==> src/rtl/rl_fifo_ctrl_1r1w.sv <==
// Circular-buffer controller for an external 1R1W RAM with registered read.
// Flags and error pulses are registered; accept decisions use only the registered flags.
module rl_fifo_ctrl_1r1w #(
  parameter int ABITS  = 4,
  parameter int DBITS  = 32,
  parameter int AF_LVL = 2**ABITS - 2,
  parameter int AE_LVL = 2
) (
  input  logic                   clk,
  input  logic                   rst,
  input  logic                   clr,
  input  logic                   push,
  input  logic [DBITS-1:0]       push_data,
  input  logic                   pop,
  output logic [DBITS-1:0]       pop_data,
  output logic                   pop_valid,
  output logic                   full,
  output logic                   empty,
  output logic                   almost_full,
  output logic                   almost_empty,
  output logic [ABITS:0]         count,
  output logic                   overflow,
  output logic                   underflow,
  output logic [ABITS-1:0]       ram_waddr,
  output logic [DBITS-1:0]       ram_din,
  output logic                   ram_we,
  output logic [(DBITS+7)/8-1:0] ram_be,
  output logic [ABITS-1:0]       ram_raddr,
  output logic                   ram_re,
  input  logic [DBITS-1:0]       ram_dout
);

  localparam logic [ABITS:0] DEPTH_C = {1'b1, {ABITS{1'b0}}};
  localparam logic [ABITS:0] AF_C    = (ABITS+1)'(AF_LVL);
  localparam logic [ABITS:0] AE_C    = (ABITS+1)'(AE_LVL);
  localparam logic           AF_RST  = (AF_LVL == 0);
  localparam logic           AE_RST  = (AE_LVL >= 0);

  logic [ABITS:0] wptr_q, wptr_d;
  logic [ABITS:0] rptr_q, rptr_d;
  logic [ABITS:0] count_q, count_d;
  logic           full_q, full_d;
  logic           empty_q, empty_d;
  logic           af_q, af_d;
  logic           ae_q, ae_d;
  logic           pop_valid_q, pop_valid_d;
  logic           overflow_q, overflow_d;
  logic           underflow_q, underflow_d;
  logic           push_ok;
  logic           pop_ok;

  // No bypass: a push into an empty FIFO only becomes poppable next cycle.
  assign push_ok = push & ~full_q & ~clr;
  assign pop_ok  = pop & ~empty_q & ~clr;

  always_comb begin
    wptr_d      = wptr_q + {{ABITS{1'b0}}, push_ok};
    rptr_d      = rptr_q + {{ABITS{1'b0}}, pop_ok};
    count_d     = count_q + {{ABITS{1'b0}}, push_ok} - {{ABITS{1'b0}}, pop_ok};
    pop_valid_d = pop_ok;
    overflow_d  = push & full_q & ~clr;
    underflow_d = pop & empty_q & ~clr;
    if (clr) begin
      wptr_d  = '0;
      rptr_d  = '0;
      count_d = '0;
    end
    full_d  = (count_d == DEPTH_C);
    empty_d = (count_d == '0);
    af_d    = (count_d >= AF_C);
    ae_d    = (count_d <= AE_C);
  end

  always_ff @(posedge clk or posedge rst) begin
    if (rst) begin
      wptr_q      <= '0;
      rptr_q      <= '0;
      count_q     <= '0;
      full_q      <= 1'b0;
      empty_q     <= 1'b1;
      af_q        <= AF_RST;
      ae_q        <= AE_RST;
      pop_valid_q <= 1'b0;
      overflow_q  <= 1'b0;
      underflow_q <= 1'b0;
    end else begin
      wptr_q      <= wptr_d;
      rptr_q      <= rptr_d;
      count_q     <= count_d;
      full_q      <= full_d;
      empty_q     <= empty_d;
      af_q        <= af_d;
      ae_q        <= ae_d;
      pop_valid_q <= pop_valid_d;
      overflow_q  <= overflow_d;
      underflow_q <= underflow_d;
    end
  end

  assign ram_we       = push_ok;
  assign ram_waddr    = wptr_q[ABITS-1:0];
  assign ram_din      = push_data;
  assign ram_be       = '1;
  assign ram_re       = pop_ok;
  assign ram_raddr    = rptr_q[ABITS-1:0];

  assign pop_data     = ram_dout;
  assign pop_valid    = pop_valid_q;
  assign full         = full_q;
  assign empty        = empty_q;
  assign almost_full  = af_q;
  assign almost_empty = ae_q;
  assign count        = count_q;
  assign overflow     = overflow_q;
  assign underflow    = underflow_q;

endmodule

==> config.mk <==
export PLATFORM = sky130hd
export DESIGN_NAME = rl_fifo_ctrl_1r1w
export DESIGN_NICKNAME = d
export VERILOG_FILES = /design/src/rtl/rl_fifo_ctrl_1r1w.sv
export SDC_FILE = /design/constraint.sdc
export NUM_CORES = 1
export LEC_CHECK = 0
export ABC_CLOCK_PERIOD_IN_PS = 3950
export CAP_MARGIN = 20
export CELL_PAD_IN_SITES_DETAIL_PLACEMENT = 1
export CELL_PAD_IN_SITES_GLOBAL_PLACEMENT = 1
export CORE_MARGIN = 2
export CORE_UTILIZATION = 20
export DETAILED_ROUTE_END_ITERATION = 10
export GPL_ROUTABILITY_DRIVEN = 1
export GPL_TIMING_DRIVEN = 1
export PLACE_DENSITY = 0.88
export SYNTH_ARGS = -nofsm -noshare
export SYNTH_HDL_FRONTEND = slang
export SYNTH_SLANG_ARGS = --single-unit
==> constraint.sdc <==
create_clock -name clk -period 3.95 [get_ports clk]
set_input_delay 0.79 -clock clk [delete_from_list [all_inputs] [get_ports clk]]
set_output_delay 0.79 -clock clk [all_outputs]
set_load 0.02 [all_outputs]
==> flow_summary.toml <==
[pwr]
power.static_leakage_nw = 0.641
power.density_cell_area_nw_per_um2 = 631
vdd_drop_max_v = 0.000141

[logic_synthesis]
synth_compound_area_share_pct = 2.74
number_of_library_cell_types_mapped_by_synthesis = 23
largest_family_of_logic_cells_by_synthesized_area = "buffers and inverters"
multiplexer_share_of_the_synthesized_area_pct = 0
ffs_latches_synth = 20
syn_avg_cell_area_um2 = 9.50
synth_simple_gate_area_share_pct = 12.1
sequential_to_total_area_share_from_yosys_stat_pct = 34.4
post_synth_instance_area_um2 = 1460
post_synth_inst_count = 154
post_synth_fa_ha_maj_area_fraction_pct = 8.21
synthesis.yosys.warnings = 0
synthXorXnorAreaFrac_pct = 4.79

[run]
cap_violations = 0

[routing]
viasPerCell = 3.53
antenna_violating_nets_post_route = 0
route.detailed.drc = 0
routedWlPerCell_um = 12.3
drt_pre_antenna_iters = 4
wl_um = 2690
drt_iter0_markers = 38
dr_total_vias = 769

[floorplanning]
horizontal_extent_of_the_die_um = 89.5
initial_cell_density_of_the_core_pct = 20.4
design.die.area_um2 = 8010
io_pins = 159
die_height_um = 89.5
num_rows = 31
placeableCoreArea_um2 = 7180

[critical_path]
kind_of_start_point_of_the_critical_path = "input port"
timing.critical_path.to_type = "flop"
crit-reg2reg-launch = "full"
critical_path_arrival_ps = 3460
setup.worst_path.start = "clr"
reg2reg_to = "full"
critical_path_class = "in2reg"
r2r_slack_ps = 1240
reg2regPathDepth = 9
crit_end = "full"
cp.required_ps = 4080
path_max_fanout = 19

[clocking]
clockBufferDepth = 2
holdBufCountCts = 0
clock-root-buffer = "sky130_fd_sc_hd__clkbuf_8"
ctsHtreeMaxLevel = 1
clock_insertion_delay_worst_skew_ps = 260
cts_resized = 0
worst_setup_hold_path_clk_slew_ps = 70
cts_num_sinks = 20
cts_setup_buffers = 0
tritoncts.num_buffers = 3
cts_tree = "done"

[grt]
grt_pass1_wl_um = 4080
grt_pass1_vias = 841
initial_antenna_violation_count = 0
grt-ovfl-total = 0
grt_max_degree = 21
grt_util_all_layers_pct = 6.80

[sta]
timing_worst_slew_pin_value_ps = 769
slew_viol_final = 0
clock.fmax_mhz = 300
final_min_period_over_clock_period_pct = 84.3
setup_viol = 0
setup-tns-final_ps = 0
timing.final.crit_period_ps = 3330
grt_setup_unrepaired = "no"
worst_slack_ps = 619
finalHoldViolations = 0
clock-skew-final_ps = 2.40
slew_headroom_pct = 48.7

[cells_and_area]
final_layout_size_suffix_gt1_share_pct = 7.56
multiInputGateArea_um2 = 423
final_cell_count_no_fill = 218
nNetsFinal = 198
final_cell_area_um2 = 1410
fillCellCount = 806
post-route-util_pct = 19.7
layout-area-overhead-vs-synth_pct = -3.59
mostFrequentLayoutCell = "sky130_fd_sc_hd__clkdlybuf4s50_1"
largest_register_ff_count = 5
diodes = 0
mostFrequentLayoutCells = "sky130_fd_sc_hd__clkdlybuf4s50_1 (26), sky130_fd_sc_hd__dfrtp_1 (18), sky130_fd_sc_hd__nor2_1 (10), sky130_fd_sc_hd__inv_1 (8), sky130_fd_sc_hd__ha_1 (8)"
seq_area_um2 = 503

[placement]
placed_instance_area_um2 = 1360
place_ws_ps = 430
io_buffer_count = 26
place.gp.congestion = 0.720
place_hpwl_um = 2130
dp_cells = 214

[min_path]
worstHoldPathType = "reg2reg"

[run_status]
status = "finished, final reports clean"
worst max-delay path, stage by stage:
cell,delay [ps]
sky130_fd_sc_hd__clkdlybuf4s50_1,420
sky130_fd_sc_hd__buf_4,210
sky130_fd_sc_hd__nor3b_1,230
sky130_fd_sc_hd__buf_4,170
sky130_fd_sc_hd__xor2_1,140
sky130_fd_sc_hd__ha_1,190
sky130_fd_sc_hd__inv_1,50
sky130_fd_sc_hd__fa_1,390
sky130_fd_sc_hd__nand2b_1,160
sky130_fd_sc_hd__a21oi_1,160
sky130_fd_sc_hd__xnor2_1,170
sky130_fd_sc_hd__nor4bb_1,370
cell families after synthesis:
kind of cell / count (synthesis)
xor gates and xnor gates: 8
and+or+nand+nor: 32
other: 1
DFF: 20
buffers and inverters: 78
adders and majority gates: 9
AOI/OAI and AO/OA: 6
layout make-up:
| class | instances | share of cell area (%) |
|---|---|---|
| sequential | 20 | 35.7 |
| timing repair buffer | 28 | 19.5 |
| multi-input combinational | 59 | 30.0 |
| clock buffer | 4 | 3.90 |
| tap | 99 | 8.78 |
| inverter | 8 | 2.13 |
layer usage:
metal | wire length, um | up-vias | GRT usage (%)
met5 | 0 | - | 0
met4 | 58 | 0 | 3.26
met3 | 328 | 16 | 4.25
met2 | 1350 | 33 | 11.7
met1 | 951 | 379 | 6.30
li1 | - | 341 | -
worst min path at each step:
stage,start,to,cells after the start
global placement,wptr_q[3],wptr_q[3],2
CTS,wptr_q[3],wptr_q[3],2
floorplan,empty,underflow,1
detailed placement,wptr_q[3],wptr_q[3],2
global route,full,overflow,1
finish,full,overflow,1
power by group:
part           total [W]  switching, W  internal [W]
Clock           0.000156     0.0000669     0.0000887
Combinational   0.000442      0.000246      0.000197
Sequential      0.000292     0.0000334      0.000258
Yosys cell counts:
cell type                  instances  area (um2)
sky130_fd_sc_hd__or2_2             1        6.26
sky130_fd_sc_hd__a21oi_1           4        20.0
sky130_fd_sc_hd__and3_1            3        18.8
sky130_fd_sc_hd__clkbuf_1          1        3.75
sky130_fd_sc_hd__nand2b_1          3        18.8
sky130_fd_sc_hd__buf_4            68         510
sky130_fd_sc_hd__inv_1             8        30.0
sky130_fd_sc_hd__nor4bb_1          1        10.0
sky130_fd_sc_hd__dfrtp_1          18         450
sky130_fd_sc_hd__conb_1            1        3.75
sky130_fd_sc_hd__xor2_1            4        35.0
sky130_fd_sc_hd__dfstp_2           2        52.6
sky130_fd_sc_hd__nor3b_1           3        22.5
sky130_fd_sc_hd__nand3_1           3        15.0
sky130_fd_sc_hd__fa_1              1        20.0
sky130_fd_sc_hd__nand2_1           1        3.75
sky130_fd_sc_hd__a41o_1            2        20.0
sky130_fd_sc_hd__buf_1             1        3.75
sky130_fd_sc_hd__xnor2_1           4        35.0
sky130_fd_sc_hd__nor2_1           10        37.5
sky130_fd_sc_hd__ha_1              8         100
sky130_fd_sc_hd__or4_1             1        7.51
sky130_fd_sc_hd__nor2b_1           6        37.5
stage by stage:
step	hold WS (ps)	power, W
6_report	552	0.000890
5_1_grt	588	0.000958
4_1_cts	565	0.000902
3_5_place_dp	541	0.000741
3_3_place_gp	542	0.000727
2_1_floorplan	579	0.000665
Note: power is estimated with default switching activity, not from simulation.
